[config.mk]
export PLATFORM = sky130hd
export DESIGN_NAME = imem_arbiter
export DESIGN_NICKNAME = d
export VERILOG_FILES = /design/src/rtl/imem_arbiter.sv
export SDC_FILE = /design/constraint.sdc
export NUM_CORES = 1
export LEC_CHECK = 0
export CAP_MARGIN = 20
export CORE_ASPECT_RATIO = 0.75
export CORE_UTILIZATION = 37
export DETAILED_ROUTE_END_ITERATION = 10
export PLACE_DENSITY = 0.95
export REMOVE_ABC_BUFFERS = 1
export SYNTH_ARGS = -nofsm -noshare
export SYNTH_HDL_FRONTEND = slang
export SYNTH_SLANG_ARGS = --single-unit
[constraint.sdc]
create_clock -name clk -period 5.1 [get_ports clk]
set_input_delay 1.02 -clock clk [delete_from_list [all_inputs] [get_ports clk]]
set_output_delay 1.02 -clock clk [all_outputs]
set_load 0.02 [all_outputs]
[src/rtl/imem_arbiter.sv]
// Instruction-memory arbiter: core fetch port and debug/loader port share one memory.
// Fixed priority with starvation guard by default; IMEM_ARB_RR_EN selects round-robin.
module imem_arbiter #(
    parameter int unsigned STARVE_MAX = 8
) (
    input  logic        clk,
    input  logic        rst_n,
    input  logic        core_req,
    input  logic [31:0] core_addr,
    output logic        core_gnt,
    output logic        core_rvalid,
    output logic [31:0] core_rdata,
    input  logic        dbg_req,
    input  logic [31:0] dbg_addr,
    output logic        dbg_gnt,
    output logic        dbg_rvalid,
    output logic [31:0] dbg_rdata,
    output logic        mem_rd,
    output logic [31:0] mem_addr,
    input  logic [31:0] mem_instr
);

    typedef enum logic [1:0] {
        OWN_NONE = 2'd0,
        OWN_CORE = 2'd1,
        OWN_DBG  = 2'd2
    } owner_e;

    owner_e      owner_q;
    owner_e      owner_d;
    logic        pick_core;
    logic        pick_dbg;
    logic        gnt_core;
    logic        gnt_dbg;
    logic [31:0] addr_q;

`ifdef IMEM_ARB_RR_EN
    owner_e last_gnt_q;

    always_ff @(posedge clk or negedge rst_n) begin
        if (!rst_n) begin
            last_gnt_q <= OWN_DBG;
        end else if (gnt_core) begin
            last_gnt_q <= OWN_CORE;
        end else if (gnt_dbg) begin
            last_gnt_q <= OWN_DBG;
        end
    end

    // On contention the port that did not win last time goes first.
    always_comb begin
        pick_core = core_req && (!dbg_req || (last_gnt_q == OWN_DBG));
        pick_dbg  = dbg_req && !pick_core;
    end
`else
    localparam int CW_RAW = $clog2(STARVE_MAX + 1);
    localparam int CW     = (CW_RAW > 3) ? CW_RAW : 3;

    logic [CW-1:0] starve_q;
    logic          starved;

    assign starved = (starve_q == CW'(STARVE_MAX));

    always_ff @(posedge clk or negedge rst_n) begin
        if (!rst_n) begin
            starve_q <= '0;
        end else if (!dbg_req || gnt_dbg) begin
            starve_q <= '0;
        end else if (gnt_core && (starve_q != '1)) begin
            starve_q <= starve_q + 1'b1;
        end
    end

    // Core wins unless the debug port has waited through STARVE_MAX core grants.
    always_comb begin
        pick_core = core_req && !(dbg_req && starved);
        pick_dbg  = dbg_req && !pick_core;
    end
`endif

    assign gnt_core = rst_n && pick_core;
    assign gnt_dbg  = rst_n && pick_dbg;

    assign core_gnt = gnt_core;
    assign dbg_gnt  = gnt_dbg;

    always_ff @(posedge clk or negedge rst_n) begin
        if (!rst_n) begin
            owner_q <= OWN_NONE;
        end else begin
            owner_q <= owner_d;
        end
    end

    always_comb begin
        owner_d = OWN_NONE;
        unique case (1'b1)
            gnt_core: owner_d = OWN_CORE;
            gnt_dbg:  owner_d = OWN_DBG;
            default:  owner_d = OWN_NONE;
        endcase
    end

    always_comb begin
        core_rvalid = (owner_q == OWN_CORE);
        dbg_rvalid  = (owner_q == OWN_DBG);
        core_rdata  = core_rvalid ? mem_instr : 32'h0;
        dbg_rdata   = dbg_rvalid ? mem_instr : 32'h0;
    end

    // Address is forwarded live on a grant and held between grants.
    always_comb begin
        mem_rd   = gnt_core || gnt_dbg;
        mem_addr = addr_q;
        if (gnt_core) begin
            mem_addr = core_addr;
        end else if (gnt_dbg) begin
            mem_addr = dbg_addr;
        end
    end

    always_ff @(posedge clk or negedge rst_n) begin
        if (!rst_n) begin
            addr_q <= 32'h0;
        end else if (mem_rd) begin
            addr_q <= mem_addr;
        end
    end

endmodule

== Yosys cells after proc, flatten, opt, wreduce, memory -nomap -nowiden ==
Index checks and enable logic that the tools add are counted.

* Register bits: 38
* Latch bits: 0
* RAM bits: 0
* Memories: 0
* Logic and storage cells: 27
* Output and inout port bits: 101
* Bits in read-only memories: 0

* $add $sub $neg: 1
* Eq/ne operators: 4
* Bitwise gates (word level): 0
* Reductions and logical operators: 12
* Multiplexer cells: 7
* Magnitude comparators: 0
* Shifts and indexed selects: 0
* Multiply operators: 0
* Divide/modulo/power cells: 0

{| class="wikitable"
|+ Operator list
! kind !! count
|-
| 2-to-1 mux 32 bit || 4
|-
| 2-to-1 mux 4 bit || 2
|-
| logical AND 1 bit || 6
|-
| adder 4 x 1 -> 4 bit, second input constant || 1
|-
| == test 4 bit, second input constant || 1
|-
| != test 4 bit, second input constant || 1
|-
| one-hot mux 2 bit (2 select lines) || 1
|-
| logical NOT 1 bit || 3
|-
| == test 2 x 1 -> 1 bit, second input constant || 1
|-
| == test 2 bit, second input constant || 1
|-
| logical OR 1 bit || 2
|-
| nonzero test 2 bit || 1
|}

== Depth between registers and ports, before layout ==
Gate-level depths: netlist of run 1.

* Word-level depth: 9
* Mapped depth: 7
* Gate-level depth less buffers: 5

== Worst setup path after synthesis of run 1 ==
No wires, ideal clock.

* Path type: input to output
* Start point: input port dbg_req
* End point: output port mem_addr[0]
* Buffers on the path: 2
* Path slack: 2.097 ns
* Stages on the path: 5
* Data arrival time: 1.983 ns
* Cells stage by stage: and4b_1 -> nor2_1 -> buf_6 -> buf_6 -> a221o_1

* Cells in the longest elaborated chain, start to end: 8

{| class="wikitable"
|+ RTL lines
! element !! RTL line !! source
|-
| from (decl) || 13 || <nowiki>input logic dbg_req,</nowiki>
|-
| logical AND 1 bit || 76 || <nowiki>pick_core = core_req && !(dbg_req && starved);</nowiki>
|-
| logical NOT 1 bit || 76 ||
|-
| logical AND 1 bit || 76 ||
|-
| logical NOT 1 bit || 77 || <nowiki>pick_dbg = dbg_req && !pick_core;</nowiki>
|-
| logical AND 1 bit || 77 ||
|-
| logical AND 1 bit || 82 || <nowiki>assign gnt_dbg = rst_n && pick_dbg;</nowiki>
|-
| 2-to-1 mux 32 bit || 117 || <nowiki>end else if (gnt_dbg) begin</nowiki>
|-
| 2-to-1 mux 32 bit * || 115 || <nowiki>if (gnt_core) begin</nowiki>
|-
| to (decl) || 19 || <nowiki>output logic [31:0] mem_addr,</nowiki>
|}

Every way passes the cells marked *; elsewhere a longest branch is shown, timed or not.

== Worst setup path in the final report of run 1 ==
* Start point: input port dbg_req
* End point: output port mem_addr[16]

The elaborated chain is that of the path after synthesis.

==> results of run 1 <==
==> final cells by class <==
type	instances	area (um2)
multi-input cells	192	1490
diodes	1	2.50
inverters	5	18.8
well taps	84	105
flip-flops and latches	38	951
clock buffers	6	82.6
fillers	540	2130
repair buffers	207	2050
==> power by group through the flow <==
stage / Clock (W) / Sequential [W] / Combinational [W]
6_report: 0.000202 / 0.000342 / 0.000408
5_1_grt: 0.000225 / 0.000346 / 0.000435
4_1_cts: 0.000210 / 0.000343 / 0.000409
3_5_place_dp: 0 / 0.000348 / 0.000405
3_3_place_gp: 0 / 0.000346 / 0.000397
2_1_floorplan: 0 / 0.000345 / 0.000186
==> cells in the final DEF, fill, tap and decap left out, types with 2 or more instances in the layout <==
cell	netlist	routed
nand4b_1	2	2
nand4_1	4	4
dfrtp_1	38	38
buf_4	1	7
o31ai_1	2	2
a21oi_1	2	2
and4b_1	2	2
nor2b_1	2	2
clkbuf_8	0	6
and2_1	98	98
nand3_1	2	2
ha_1	2	2
clkdlybuf4s50_1	0	199
nand3b_1	2	2
a221o_1	64	64
inv_1	5	5
==> state kept, by name, indices dropped and copies added, names as in the netlist <==
name	flops
addr_q	32
starve_q	4
owner_q	2
==> per-stage QoR <==
stage | cell area, um2 | total power, W | util (%)
after floorplan | 2430 | 0.000530 | -
after global placement | 4610 | 0.000743 | 67.5
after detailed placement | 4610 | 0.000754 | 67.5
after CTS | 4700 | 0.000962 | 68.7
after global routing | 4700 | 0.00101 | 68.8
final | 4700 | 0.000952 | 68.8
==> per-layer routing <==
| metal | vias up | track usage, % | part of all wire, % |
|---|---|---|---|
| met5 | - | 0 | 0 |
| met2 | 129 | 46.5 | 51 |
| met1 | 1375 | 28.8 | 40 |
| met3 | 11 | 6.50 | 7.1 |
| met4 | 0 | 8.66 | 1.6 |
| li1 | 1377 | - | - |
==> worst reg2reg max path, stage by stage, from the launching register on <==
cell,delay (ns)
dfrtp_1,0.41
inv_1,0.10
ha_1,0.21
nand3b_1,0.15
a211oi_4,0.25
buf_4,0.54
a221o_1,0.31
==> path summary, 6_finish.rpt <==
kind	endpoint	slack (ns)	cells after the start
worst max-delay path	mem_addr[16]	0.63	6
worst min-delay path	owner_q[0]$_DFF_PN0_	0.56	1
worst max register to register	addr_q[11]$_DFFE_PN0P_	3.07	6
worst min register to register	starve_q[1]$_DFFE_PN0P_	0.59	2
max in group asynchronous	addr_q[27]$_DFFE_PN0P_	3.84	2
min in group clk	starve_q[1]$_DFFE_PN0P_	0.59	2
==> cells by family after synthesis <==
kind of cell    after synthesis
compound gates               72
mux                           1
flops                        38
fa+ha+maj                     2
simple gates                117
buf+inv                      29
==> metrics.cfg, run 1 <==
[detailed_routing]
postRouteAntennaNets = 0
drc = 0
viasPerCell = 5.43
vias = 2892
dr.pass1.iters = 4
routedWlPerCell_um = 17.6
drt_iter0_drc = 148
wl_mm = 9.37

[global_route]
antenna_found_initial = 1
grt_pass1_vias = 2795
track_usage_pct = 25.1
grt-ovfl-total = 0
grt_max_degree = 66
grt_pass1_wl_mm = 14.2

[status]
status = completed

[synth]
synth_most_common_cell = and2_1
synth_compound_gate_area_share_pct = 26.5
synth-main-ff-cell = dfrtp_1
synth_commonest_cells = and2_1 (98), a221o_1 (64), dfrtp_1 (38)
synth.area.mux_share_pct = 0.383
synth_area_leaders = dfrtp_1 (36%), a221o_1 (24%), and2_1 (23%), buf_6 (4.7%), clkbuf_1 (1.3%)
syn_avg_cell_area_um2 = 10.1
synth_top_family_by_area = simple AND/OR/NAND/NOR gates
post_synth_fa_ha_maj_area_fraction_pct = 0.957
synth_xor_xnor_area_share_pct = 0
ys_warn_count = 0
ys_types = 27
synth_edf_count = 0
syn_area_um2 = 2620
synthSimpleGateAreaFrac_pct = 28.2
synthCells = 259
yosys.area.top_type = dfrtp_1
ys_seq_elements = 38
synthArstFlopShare_pct = 100
ys_seq_area_share_pct = 36.4
yosys.area.top_type_share_pct = 36.4

[setup_path]
reg2reg_from = starve_q[0]$_DFFE_PN0P_
crit_path_max_incr_delay_ns = 0.62
path_buf_inv = 4
crit_chain = clkdlybuf4s50_1 -> inv_1 -> a211oi_4 -> buf_4 -> a221o_1 -> clkdlybuf4s50_1
cpMaxStageDelayCell = clkdlybuf4s50_1
critPathTopFamily = buffers and inverters
critPathKind = in -> out
cp.arrival_ns = 3.45
required_ns = 4.08
cp_common_cell = clkdlybuf4s50_1
crit_path_start_kind = input port
path_max_fanout = 65
crit_start = dbg_req
critPathCaptureType = output pin

[layout]
area_growth_pct = 79.7
final_cells = 533
drive_gt1_share_pct = 3.79
fin_nets = 551

[job]
drv_cap = 0

[clock_network]
numClockSinks = 38
clockBufferDepth = 2
insertion_delay_ns = 0.28
cts_max_level = 2
cts_tree = built
cts_buffers = 5
clk_pin_slew_worst_paths_ns = 0.07
cts_root_buf = clkbuf_8
postCtsResizedCells = 0
cts.hold.buffers_added = 0
post_cts_buffers = 0

[die]
die_w_um = 99.1
die_h_um = 74.8
rows = 26
die_area_um2 = 7410
io_pins = 201
coreArea_um2 = 6830
start_util_pct = 38.3

[power]
ir_worst_vdd_mv = 0.149
switchingPower_w = 0.000288
clkPwrFrac_pct = 21.2
combPwrFrac_pct = 42.9
power.density_nw_per_um2 = 203
p_leak_nw = 1.89
switching_share_pct = 30.3
internal-power_w = 0.000663
pwr-share-seq_pct = 35.9

[timing]
tightest_slew_ns = 0.648
rsz0062_at_grt = false
setup_tns_ns = 0
post-route-min-period_ns = 4.47
setup_ws_ns = 0.634
fmax_mhz = 224
period_share_pct = 87.6
holdWs_ns = 0.556
setup_viol = 0
final.setup_skew_ns = 0.00325
max_slew_margin_pct = 56.8
hold_viol_final = 0
maxSlewViolCount = 0

[placement]
preCtsSetupSlack_ns = 0.682
port_buffers = 200
place_congestion = 0.825
dp_cells = 526
dp.final_hpwl_mm = 7.34

[hold_path]
min-delay-path-class = in -> async

Power figures use the tool's default switching activity.
==> run 2, diff against run 1 <==
--- a/config.mk
+++ b/config.mk
@@ -5,6 +5,8 @@
 export SDC_FILE = /design/constraint.sdc
 export NUM_CORES = 1
 export LEC_CHECK = 0
+export ABC_AREA = 0
+export ABC_CLOCK_PERIOD_IN_PS = 5100
 export CAP_MARGIN = 20
 export CORE_ASPECT_RATIO = 0.75
 export CORE_UTILIZATION = 37
==> results of run 2 <==
No change in the layout: final DEF, timing and power equal those of run 1.
==> run 3, diff against run 2 <==
--- a/config.mk
+++ b/config.mk
@@ -7,9 +7,9 @@
 export LEC_CHECK = 0
 export ABC_AREA = 0
 export ABC_CLOCK_PERIOD_IN_PS = 5100
-export CAP_MARGIN = 20
 export CORE_ASPECT_RATIO = 0.75
 export CORE_UTILIZATION = 37
+export CTS_CLUSTER_SIZE = 10
 export DETAILED_ROUTE_END_ITERATION = 10
 export PLACE_DENSITY = 0.95
 export REMOVE_ABC_BUFFERS = 1
==> results of run 3 <==
No change in the layout: final DEF, timing and power equal those of run 1.
